--- src/rtl/call_return_stack.sv ---
// Hardware return-address stack: CALL pushes the return address, RET/RETIE pops,
// and the current top is presented combinationally to the PC mux.
module call_return_stack #(
    parameter int unsigned DATA_W = 10,
    parameter int unsigned DEPTH  = 32
) (
    input  logic                       CLK,
    input  logic                       RST,
    input  logic                       PUSH,
    input  logic                       POP,
    input  logic [DATA_W-1:0]          PUSH_DATA,
    input  logic                       CLR_ERR,
    output logic [DATA_W-1:0]          FROM_STACK,
    output logic [$clog2(DEPTH):0]     SP,
    output logic                       EMPTY,
    output logic                       FULL,
    output logic                       OVERFLOW,
    output logic                       UNDERFLOW
);

    localparam int unsigned AW   = $clog2(DEPTH);
    localparam int unsigned SP_W = AW + 1;

    logic [DATA_W-1:0] mem [DEPTH];
    logic [SP_W-1:0]   sp_q, sp_d;
    logic              ovf_q, ovf_d;
    logic              unf_q, unf_d;
    logic              wr_en;
    logic [AW-1:0]     wr_addr;
    logic [AW-1:0]     top_idx;
    logic              empty_c, full_c;

    assign empty_c = (sp_q == '0);
    assign full_c  = (sp_q == SP_W'(DEPTH));
    assign top_idx = AW'(sp_q - SP_W'(1));

    // Next stack pointer, write port and error flag updates
    always_comb begin
        sp_d    = sp_q;
        wr_en   = 1'b0;
        wr_addr = AW'(sp_q);
        ovf_d   = ovf_q & ~CLR_ERR;
        unf_d   = unf_q & ~CLR_ERR;
        case ({PUSH, POP})
            2'b10: begin
                if (full_c) begin
                    ovf_d = 1'b1;
                end else begin
                    wr_en = 1'b1;
                    sp_d  = sp_q + SP_W'(1);
                end
            end
            2'b01: begin
                if (empty_c) begin
                    unf_d = 1'b1;
                end else begin
                    sp_d = sp_q - SP_W'(1);
                end
            end
            2'b11: begin
                // Replace the top; on an empty stack this degenerates to a plain push.
                wr_en = 1'b1;
                if (empty_c) begin
                    wr_addr = '0;
                    sp_d    = SP_W'(1);
                end else begin
                    wr_addr = top_idx;
                end
            end
            default: ;
        endcase
    end

    // Pointer and flags reset; storage is never cleared and is not written during reset
    always_ff @(posedge CLK or posedge RST) begin
        if (RST) begin
            sp_q  <= '0;
            ovf_q <= 1'b0;
            unf_q <= 1'b0;
        end else begin
            sp_q  <= sp_d;
            ovf_q <= ovf_d;
            unf_q <= unf_d;
            if (wr_en) begin
                mem[wr_addr] <= PUSH_DATA;
            end
        end
    end

    assign FROM_STACK = empty_c ? '0 : mem[top_idx];
    assign SP         = sp_q;
    assign EMPTY      = empty_c;
    assign FULL       = full_c;
    assign OVERFLOW   = ovf_q;
    assign UNDERFLOW  = unf_q;

endmodule

--- config.mk ---
export PLATFORM = sky130hd
export DESIGN_NAME = call_return_stack
export DESIGN_NICKNAME = d
export VERILOG_FILES = /design/src/rtl/call_return_stack.sv
export SDC_FILE = /design/constraint.sdc
export NUM_CORES = 1
export LEC_CHECK = 0
export ABC_AREA = 1
export BUFFER_PORTS_ARGS = -buffer_cell sky130_fd_sc_hd__buf_2
export CAP_MARGIN = 0
export CORE_MARGIN = 1.5
export CORE_UTILIZATION = 32
export CTS_BUF_LIST = sky130_fd_sc_hd__clkbuf_8
export DETAILED_ROUTE_END_ITERATION = 8
export MAX_ROUTING_LAYER = met4
export REMOVE_ABC_BUFFERS = 1
export SLEW_MARGIN = 15
export SYNTH_ARGS = -nofsm -noshare
export SYNTH_HDL_FRONTEND = slang
export SYNTH_SLANG_ARGS = --single-unit
--- constraint.sdc ---
create_clock -name CLK -period 3 [get_ports CLK]
set_input_delay 0.3 -clock CLK [delete_from_list [all_inputs] [get_ports CLK]]
set_output_delay 0.3 -clock CLK [all_outputs]
set_load 0.05 [all_outputs]
==> summary.txt, run 1 <==
Logic synthesis
  – Yosys top cell by area: edfxtp_1
  – Mapped cell area: 13,700 um2
  – Top-count cell post-synth: nand2_1
  – Post-synth cell types: 31
  – YS warnings: 0
  – EDFF count, synth: 320
  – Synth Area per Inst: 11.4 um2
  – Post-synth ARST share: 2.44%
  – Top cells by area, synth: edfxtp_1, nand2_1, nand3_1, nor2_1, buf_2
  – Seq cells post-synth: 328
  – Share of the yosys chip area belonging to registers: 71.5%
  – Top-area cell type share of the netlist area: 70.1%
  – Synth top cells by count: nand2_1, edfxtp_1, nand3_1
  – Syn Inst Count: between 1,000 and 1,500
  – Synth Flop Type: edfxtp_1

Global routing
  – Vias in the first global route: ~9,000
  – Remaining Overflow, GRT: 0
  – Largest net degree at the start of global routing: 99
  – First-pass GRT wire length: roughly 56,000 um
  – Initial antenna violation count: 2
  – GRT Total Usage: between 15 and 20%

Floorplanning
  – Starting Density: 32.6%
  – Site Rows: 75
  – Die X: around 210 um
  – Boundary pin count: 35
  – Die area: 44,100 um2
  – Height of the die: approximately 210 um
  – Core area: 42,100 um2

STA
  – Final setup violation count: 0
  – Max-slew headroom: 39.2%
  – Pins Over Slew Limit: 0
  – Fin. Hold Viols: 0
  – Period minus WS final: 2.97 ns
  – Slew at the pin closest to its max-slew limit: 0.908 ns
  – Hold Slack: 0.0451 ns
  – Worst Clk Skew: 0.0205 ns
  – Final Cycle Share: between 90% and 100%
  – Fmax: 336 MHz
  – Final WS setup: 0.0267 ns
  – RSZ-0062 raised after global routing: yes

CTS
  – Clock sink total: 328
  – Worst-path clk slew: 0.06 ns
  – CTS tree: built
  – H-tree lvl count: 2
  – Clk Tree Root Cell: clkbuf_8
  – CTS buffer count: 52
  – Clk_lat worst skew: 0.59 ns
  – Maximum buffer depth of the clock tree: 3

Critical path
  – Req. time, crit path: 2.70 ns
  – R2R setup slack: around 0.15 ns
  – Worst Reg-to-Reg Cells: 11
  – R2r endpoint: mem[23][9]$_DFFE_PP_
  – CP max-delay cell: dfrtp_4
  – Worst Path Max Fanout: 12
  – Arr. time, crit path: 2.67 ns
  – Critical path's largest stage delay: 0.46 ns
  – Critical Path, Cell by Cell: clkinv_8, ha_4, inv_8, buf_16, nand3_1, nand3_1, nand3_1, nand2_1, nand2_1, nand2_1, nor2_2, buf_6
  – Type of origin of the critical path: flop
  – R2R Path Start: SP[0]$_DFFE_PP0P_
  – Endpoint class of the critical path: primary output
  – Kind of critical path: reg -> out

Finish
  – Syn-to-layout area delta: 21.0%
  – Multi-input logic area: 3720 um2
  – Share of post-route cells with drive strength above 1: between 10% and 20%
  – Fin util: 39.4%
  – FF/Latch Area: 9810 um2
  – Nets@finish: 1,327
  – Fillers: 3,971

Power and ir drop
  – Final Power: about 20 mW
  – Power Dens Cells: 1210 nW/um2
  – Leakage: 6.18 nW
  – Peak supply drop: 1.27 mV

Worst hold path
  – HP Start: POP
  – Hold path depth: 2
  – WHS Endpoint: OVERFLOW$_DFF_PP0_
  – Hold Path Class: in -> reg

Placed design
  – Worst slack, placed: 0.277 ns
  – HPWL Detailed: 20,800 um
  – GPL Wtd Cong: a little over 0.9
  – IO Port Bufs: 34

Drt
  – Routed Antenna Nets: 0
  – DRC: 0
  – Initial DRC Count: between 1,000 and 1,500
  – Vias: 9,823
  – Via density: 5.19
  – First-pass DRT Iterations: 5
  – WL/cell: 20.9 um
  – Final wirelength: between 30,000 and 40,000 um

Outcome
  – Status: finished, final reports clean

Job
  – MaxCap Viol Count: 0
what timing repair did:
| action | in CTS | in global routing |
|---|---|---|
| endpoints found under the setup margin | 10 | 85 |
| endpoints found under the hold margin | 10 | 0 |
| gates resized for setup | 62 | 60 |
| gates cloned | 4 | 14 |
| buffers inserted | 3 | 8 |
| pin swaps | 3 | 11 |
| hold buffers | 2 | 0 |
state kept, by name (all words and copies together), names as in the netlist:
name,cells
mem,320
SP,6
OVERFLOW,1
UNDERFLOW,1
area by class of cell:
| type | count | area share, % |
|---|---|---|
| flip-flops and latches | 328 | 59.1 |
| multi-input cells | 775 | 22.4 |
| repair buffers | 117 | 7.98 |
| clock buffers | 53 | 4.40 |
| well taps | 539 | 4.06 |
| clock inverters | 42 | 1.03 |
| inverters | 35 | 0.988 |
| diodes | 2 | 0.0302 |
through the flow:
stage                     setup TNS (ns)  instance area [um2]  cells
after global placement                 0                14700   1763
after CTS                       -0.00250                16000   1867
after global routing              -0.219                16600   1891
final                                  0                16600   1891
after detailed placement               0                14700   1763
after floorplan                 -1813.17                13400   1138
logic make-up (layout without fill, tap and decap cells):
logic type / after synthesis / count (layout) / synth area share, %
AND/OR/NAND/NOR: 731 / 731 / 23.0
flip-flops: 328 / 328 / 71.5
adder cells (fa/ha/maj): 3 / 3 / 0.274
AO/OA/AOI/OAI: 36 / 36 / 1.59
other: 0 / 2 / 0
buffers and inverters: 103 / 247 / 3.32
XOR/XNOR: 5 / 5 / 0.319
worst max-delay path, delay by kind of cell (launching register included):
family,cells,cell delay (ns)
and+or+nand+nor,7,0.73
buffers and inverters,4,0.51
DFF,1,0.46
adders and majority gates,1,0.36
worst max-delay path by stage:
stage / startpoint / end / slack, ns / depth (start not counted)
CTS: SP[0]$_DFFE_PP0P_ / FROM_STACK[0] / -0.002 / 12
floorplan: SP[0]$_DFFE_PP0P_ / FROM_STACK[8] / -6.53 / 10
detailed placement: SP[0]$_DFFE_PP0P_ / mem[31][7]$_DFFE_PP_ / 0.28 / 8
finish: SP[0]$_DFFE_PP0P_ / FROM_STACK[3] / 0.03 / 12
global placement: SP[0]$_DFFE_PP0P_ / FROM_STACK[9] / 0.28 / 14
global route: SP[0]$_DFFE_PP0P_ / FROM_STACK[8] / -0.07 / 12
per-layer routing:
metal	vias to the layer above	wire length, um	track usage, %
met4	0	1120	5.51
met3	90	3500	3.23
met2	520	18000	26.1
li1	4446	-	-
met1	4767	16800	23.0
met5	-	0	-
power breakdown:
part           total, mW  switching, mW  internal (mW)
logic               11.5           7.55           3.97
clock network       3.33           1.70           1.63
registers           5.28         0.0879           5.19
total               20.1           9.34           10.8
cells in the final DEF (no fill, tap or decap), types with 12 or more instances in the layout:
| master | Yosys | routed |
|---|---|---|
| buf_2 | 40 | 24 |
| buf_4 | 3 | 50 |
| buf_6 | 1 | 12 |
| clkbuf_8 | 0 | 53 |
| clkinv_1 | 1 | 13 |
| edfxtp_1 | 320 | 320 |
| inv_1 | 27 | 50 |
| nand2_1 | 385 | 380 |
| nand3_1 | 282 | 261 |
| nand3_2 | 0 | 19 |
| nor2_1 | 55 | 39 |
| o21ai_0 | 16 | 16 |
Power figures use the tool's default switching activity.
==> run 2: changes to the inputs <==
--- a/config.mk
+++ b/config.mk
@@ -5,7 +5,7 @@
 export SDC_FILE = /design/constraint.sdc
 export NUM_CORES = 1
 export LEC_CHECK = 0
-export ABC_AREA = 1
+export ABC_AREA = 0
 export BUFFER_PORTS_ARGS = -buffer_cell sky130_fd_sc_hd__buf_2
 export CAP_MARGIN = 0
 export CORE_MARGIN = 1.5
==> summary.txt, run 2 <==
Outcome
  – Status: finished, violations left
  – Failing checks: negative setup slack

Finish
  – Nets@finish: 872 (-34%)
  – Fillers: 3,654 (-8.0%)
  – Syn-to-layout area delta: 26.3%
  – Commonest cells after routing, fill and taps aside: edfxtp_1, buf_4, mux4_2
  – Fin area: 16,800 um2 (+1.1%)
  – Leading cell type in the layout, fill and taps excluded: edfxtp_1
  – FF/Latch Area: 9810 um2 (unchanged)
  – Register with the most flip-flops: mem
  – Share of post-route cells with drive strength above 1: 41.7% (+23 points)
  – Diodes inserted: 0 (-2)
  – Number of flip-flops under the largest register name: 320 (unchanged)
  – Multi-input logic area: 3570 um2 (-4.1%)

Drt
  – Final wirelength: 32,800 um (-17%)
  – WL/cell: 23.0 um (+10%)
  – First-pass DRT Iterations: 7 (+2)
  – Vias: 7,311 (-26%)
  – DRC: 0 (unchanged)
  – Via density: 5.12 (-1.4%)
  – Routed Antenna Nets: 0 (unchanged)
  – Initial DRC Count: 598 (-41%)

STA
  – Fin. Hold Viols: 0 (unchanged)
  – Max-slew headroom: 53.5% (+14 points)
  – Fmax: 313 MHz (-7.0%)
  – Hold Slack: 0.130 ns (+0.0850 ns)
  – Final setup violation count: 10 (+10)
  – Period minus WS final: 3.20 ns (+0.224 ns)
  – RSZ-0062 raised after global routing: yes
  – TNS Setup: -1.52 ns (-1.52 ns)
  – Slew at the pin closest to its max-slew limit: 0.697 ns (-0.211 ns)
  – Final Cycle Share: 107% (+7.5 points)
  – Pins Over Slew Limit: 0 (unchanged)
  – Final WS setup: -0.198 ns (-0.224 ns)
  – Worst Clk Skew: 0.0171 ns (-0.00341 ns)

Logic synthesis
  – Mapped cell area: 13,300 um2 (-3.1%)
  – Post-synth cell types: 53 (+71%)
  – Synth Area per Inst: 20.3 um2 (+79%)
  – Synth top cells by count: edfxtp_1, mux4_2, mux2i_1
  – Yosys top cell by area: edfxtp_1
  – Top-count cell post-synth: edfxtp_1
  – Post-synth ARST share: 2.44% (unchanged)
  – Synth Flop Type: edfxtp_1
  – YS warnings: 0 (unchanged)
  – Syn Inst Count: 654 (-46%)
  – EDFF count, synth: 320 (unchanged)
  – Top-area cell type share of the netlist area: 72.3% (+2.2 points)
  – Top cells by area, synth: edfxtp_1, mux4_2, mux2i_1, dfrtp_1, nor2_1
  – Share of the yosys chip area belonging to registers: 73.8% (+2.3 points)
  – Seq cells post-synth: 328 (unchanged)

CTS
  – Clk_lat worst skew: 0.60 ns (about the same)
  – CTS buffer count: 52 (unchanged)
  – Maximum buffer depth of the clock tree: 3 (unchanged)
  – Clk Tree Root Cell: clkbuf_8
  – Clock sink total: 328 (unchanged)
  – CTS tree: built
  – Worst-path clk slew: 0.06 ns (about the same)
  – H-tree lvl count: 2 (unchanged)

Global routing
  – First-pass GRT wire length: 48,500 um (-13%)
  – Initial antenna violation count: 0 (-2)
  – Remaining Overflow, GRT: 0 (unchanged)
  – Vias in the first global route: 7,382 (-18%)
  – GRT Total Usage: 16.2% (-0.90 points)
  – Largest net degree at the start of global routing: 33 (-67%)

Power and ir drop
  – Power Dens Cells: 1100 nW/um2 (-9.4%)
  – Switching Power: 6.89 mW (-26%)
  – Part of the power in registers: 28.6% (+2.4 points)
  – P_int: 11.6 mW (+7.1%)
  – Switching Share: 37.3% (-9.0 points)
  – Logic gate share of total power: 51.9% (-5.3 points)
  – Peak supply drop: 0.764 mV (-40%)
  – Leakage: 5.64 nW (-8.7%)
  – Clock Power Share: 19.5% (+3.0 points)

Placed design
  – Post-placement cell area: 14,900 um2 (+1.4%)
  – IO Port Bufs: 34 (unchanged)
  – HPWL Detailed: 18,400 um (-11%)
  – GPL Wtd Cong: 0.862 (-6.7%)

Critical path
  – Endpoint class of the critical path: primary output
  – R2R setup slack: 0.19 ns (+0.04 ns)
  – Type of origin of the critical path: flop
  – Worst Reg-to-Reg Cells: 12 (+1)
  – Arr. time, crit path: 2.90 ns (+0.23 ns)
  – Kind of critical path: reg -> out
  – Worst Path Max Fanout: 5 (-7)
  – Req. time, crit path: 2.70 ns (about the same)

Floorplanning
  – Starting Density: 32.5% (-0.071 points)
  – Boundary pin count: 35 (unchanged)
  – Site Rows: 74 (-1.3%)
  – Height of the die: 207 um (-1.5%)
  – Die X: 207 um (-1.5%)
  – Die area: 42,800 um2 (-3.0%)
  – Core area: 40,900 um2 (-2.9%)

Worst hold path
  – Hold path depth: 4 (+2)
  – Hold Path Class: in -> reg

Job
  – MaxCap Viol Count: 0 (unchanged)
[run 2: changes by cell type in the layout (fill, tap and decap cells not counted), moves of 11 or more]
cell     before  now
mux4_2        0   80
nand3_1     261    4
inv_1        50   16
nand2_1     380   11
nor3_1        1   12
buf_4        50  108
nand3_2      19    0
o21ai_0      16    5
mux2i_1       0   32
[run 2: layout make-up]
class,instances,area share [%]
clock buffer,54,4.43
clock inverter,41,1.33
inverter,7,0.186
multi-input combinational,286,21.2
sequential,328,58.5
tap,532,3.97
timing repair buffer,179,10.4
[run 2: cells by family after synthesis]
| kind of cell | share of synthesized area [%] |
|---|---|
| flip-flops | 73.8 |
| multiplexers | 16.6 |
| AND/OR/NAND/NOR | 3.21 |
| AO/OA/AOI/OAI | 4.21 |
| buffers and inverters | 1.54 |
| XOR/XNOR | 0.320 |
| adder cells (fa/ha/maj) | 0.282 |
[run 2: per-layer routing]
layer | vias up | track usage (%) | share of wire [%]
li1 | 3158 | - | -
met1 | 3805 | 23.1 | 45
met2 | 297 | 23.4 | 45
met3 | 51 | 3.72 | 8.1
met4 | 0 | 4.06 | 1.9
met5 | - | - | 0
[run 2: what timing repair did]
action,CTS,global route
endpoints found under the setup margin,20,30
pin swaps,10,7
hold buffers,2,0
gates resized for setup,78,23
endpoints found under the hold margin,9,0
buffers inserted,20,7
cloned,13,1
[run 2: path summary, 6_finish.rpt]
kind / startpoint / end
min in group asynchronous: RST / SP[0]$_DFFE_PP0P_
setup reg to reg: SP[0]$_DFFE_PP0P_ / mem[19][2]$_DFFE_PP_
max in group asynchronous: RST / SP[0]$_DFFE_PP0P_
hold reg to reg: OVERFLOW$_DFF_PP0_ / OVERFLOW$_DFF_PP0_
hold / removal: POP / SP[1]$_DFFE_PP0P_
setup / recovery: SP[0]$_DFFE_PP0P_ / FROM_STACK[2]
[run 2: per-stage QoR]
stage / total power [mW] / instances / utilization (%) / setup slack [ns]
final: 18.4 / 1427 / 41.0 / -0.198
after global routing: 19.2 / 1427 / 41.0 / -0.274
after CTS: 18.4 / 1424 / 40.9 / -0.248
after detailed placement: 12.4 / 1296 / 36.4 / -0.0220
after global placement: 12.4 / 1296 / 36.4 / 0.0132
after floorplan: 9.94 / 619 / - / -5.93
[run 2: power groups by stage]
stage / clock network, mW / registers [mW] / logic [mW]
floorplan: 0 / 5.73 / 4.21
global placement: 0 / 5.35 / 7.05
detailed placement: 0 / 5.36 / 7.07
CTS: 3.67 / 5.27 / 9.47
global route: 3.87 / 5.28 / 10.0
finish: 3.60 / 5.27 / 9.58
[run 2: critical path: stages, from the launching register on]
cell and delay, ns:
dfrtp_4 0.50, clkinv_4 0.07, ha_4 0.22, buf_12 0.14
buf_8 0.13, buf_16 0.14, mux4_2 0.29, mux2i_1 0.15
buf_4 0.13, o22a_1 0.22, o221ai_2 0.14, buf_6 0.18
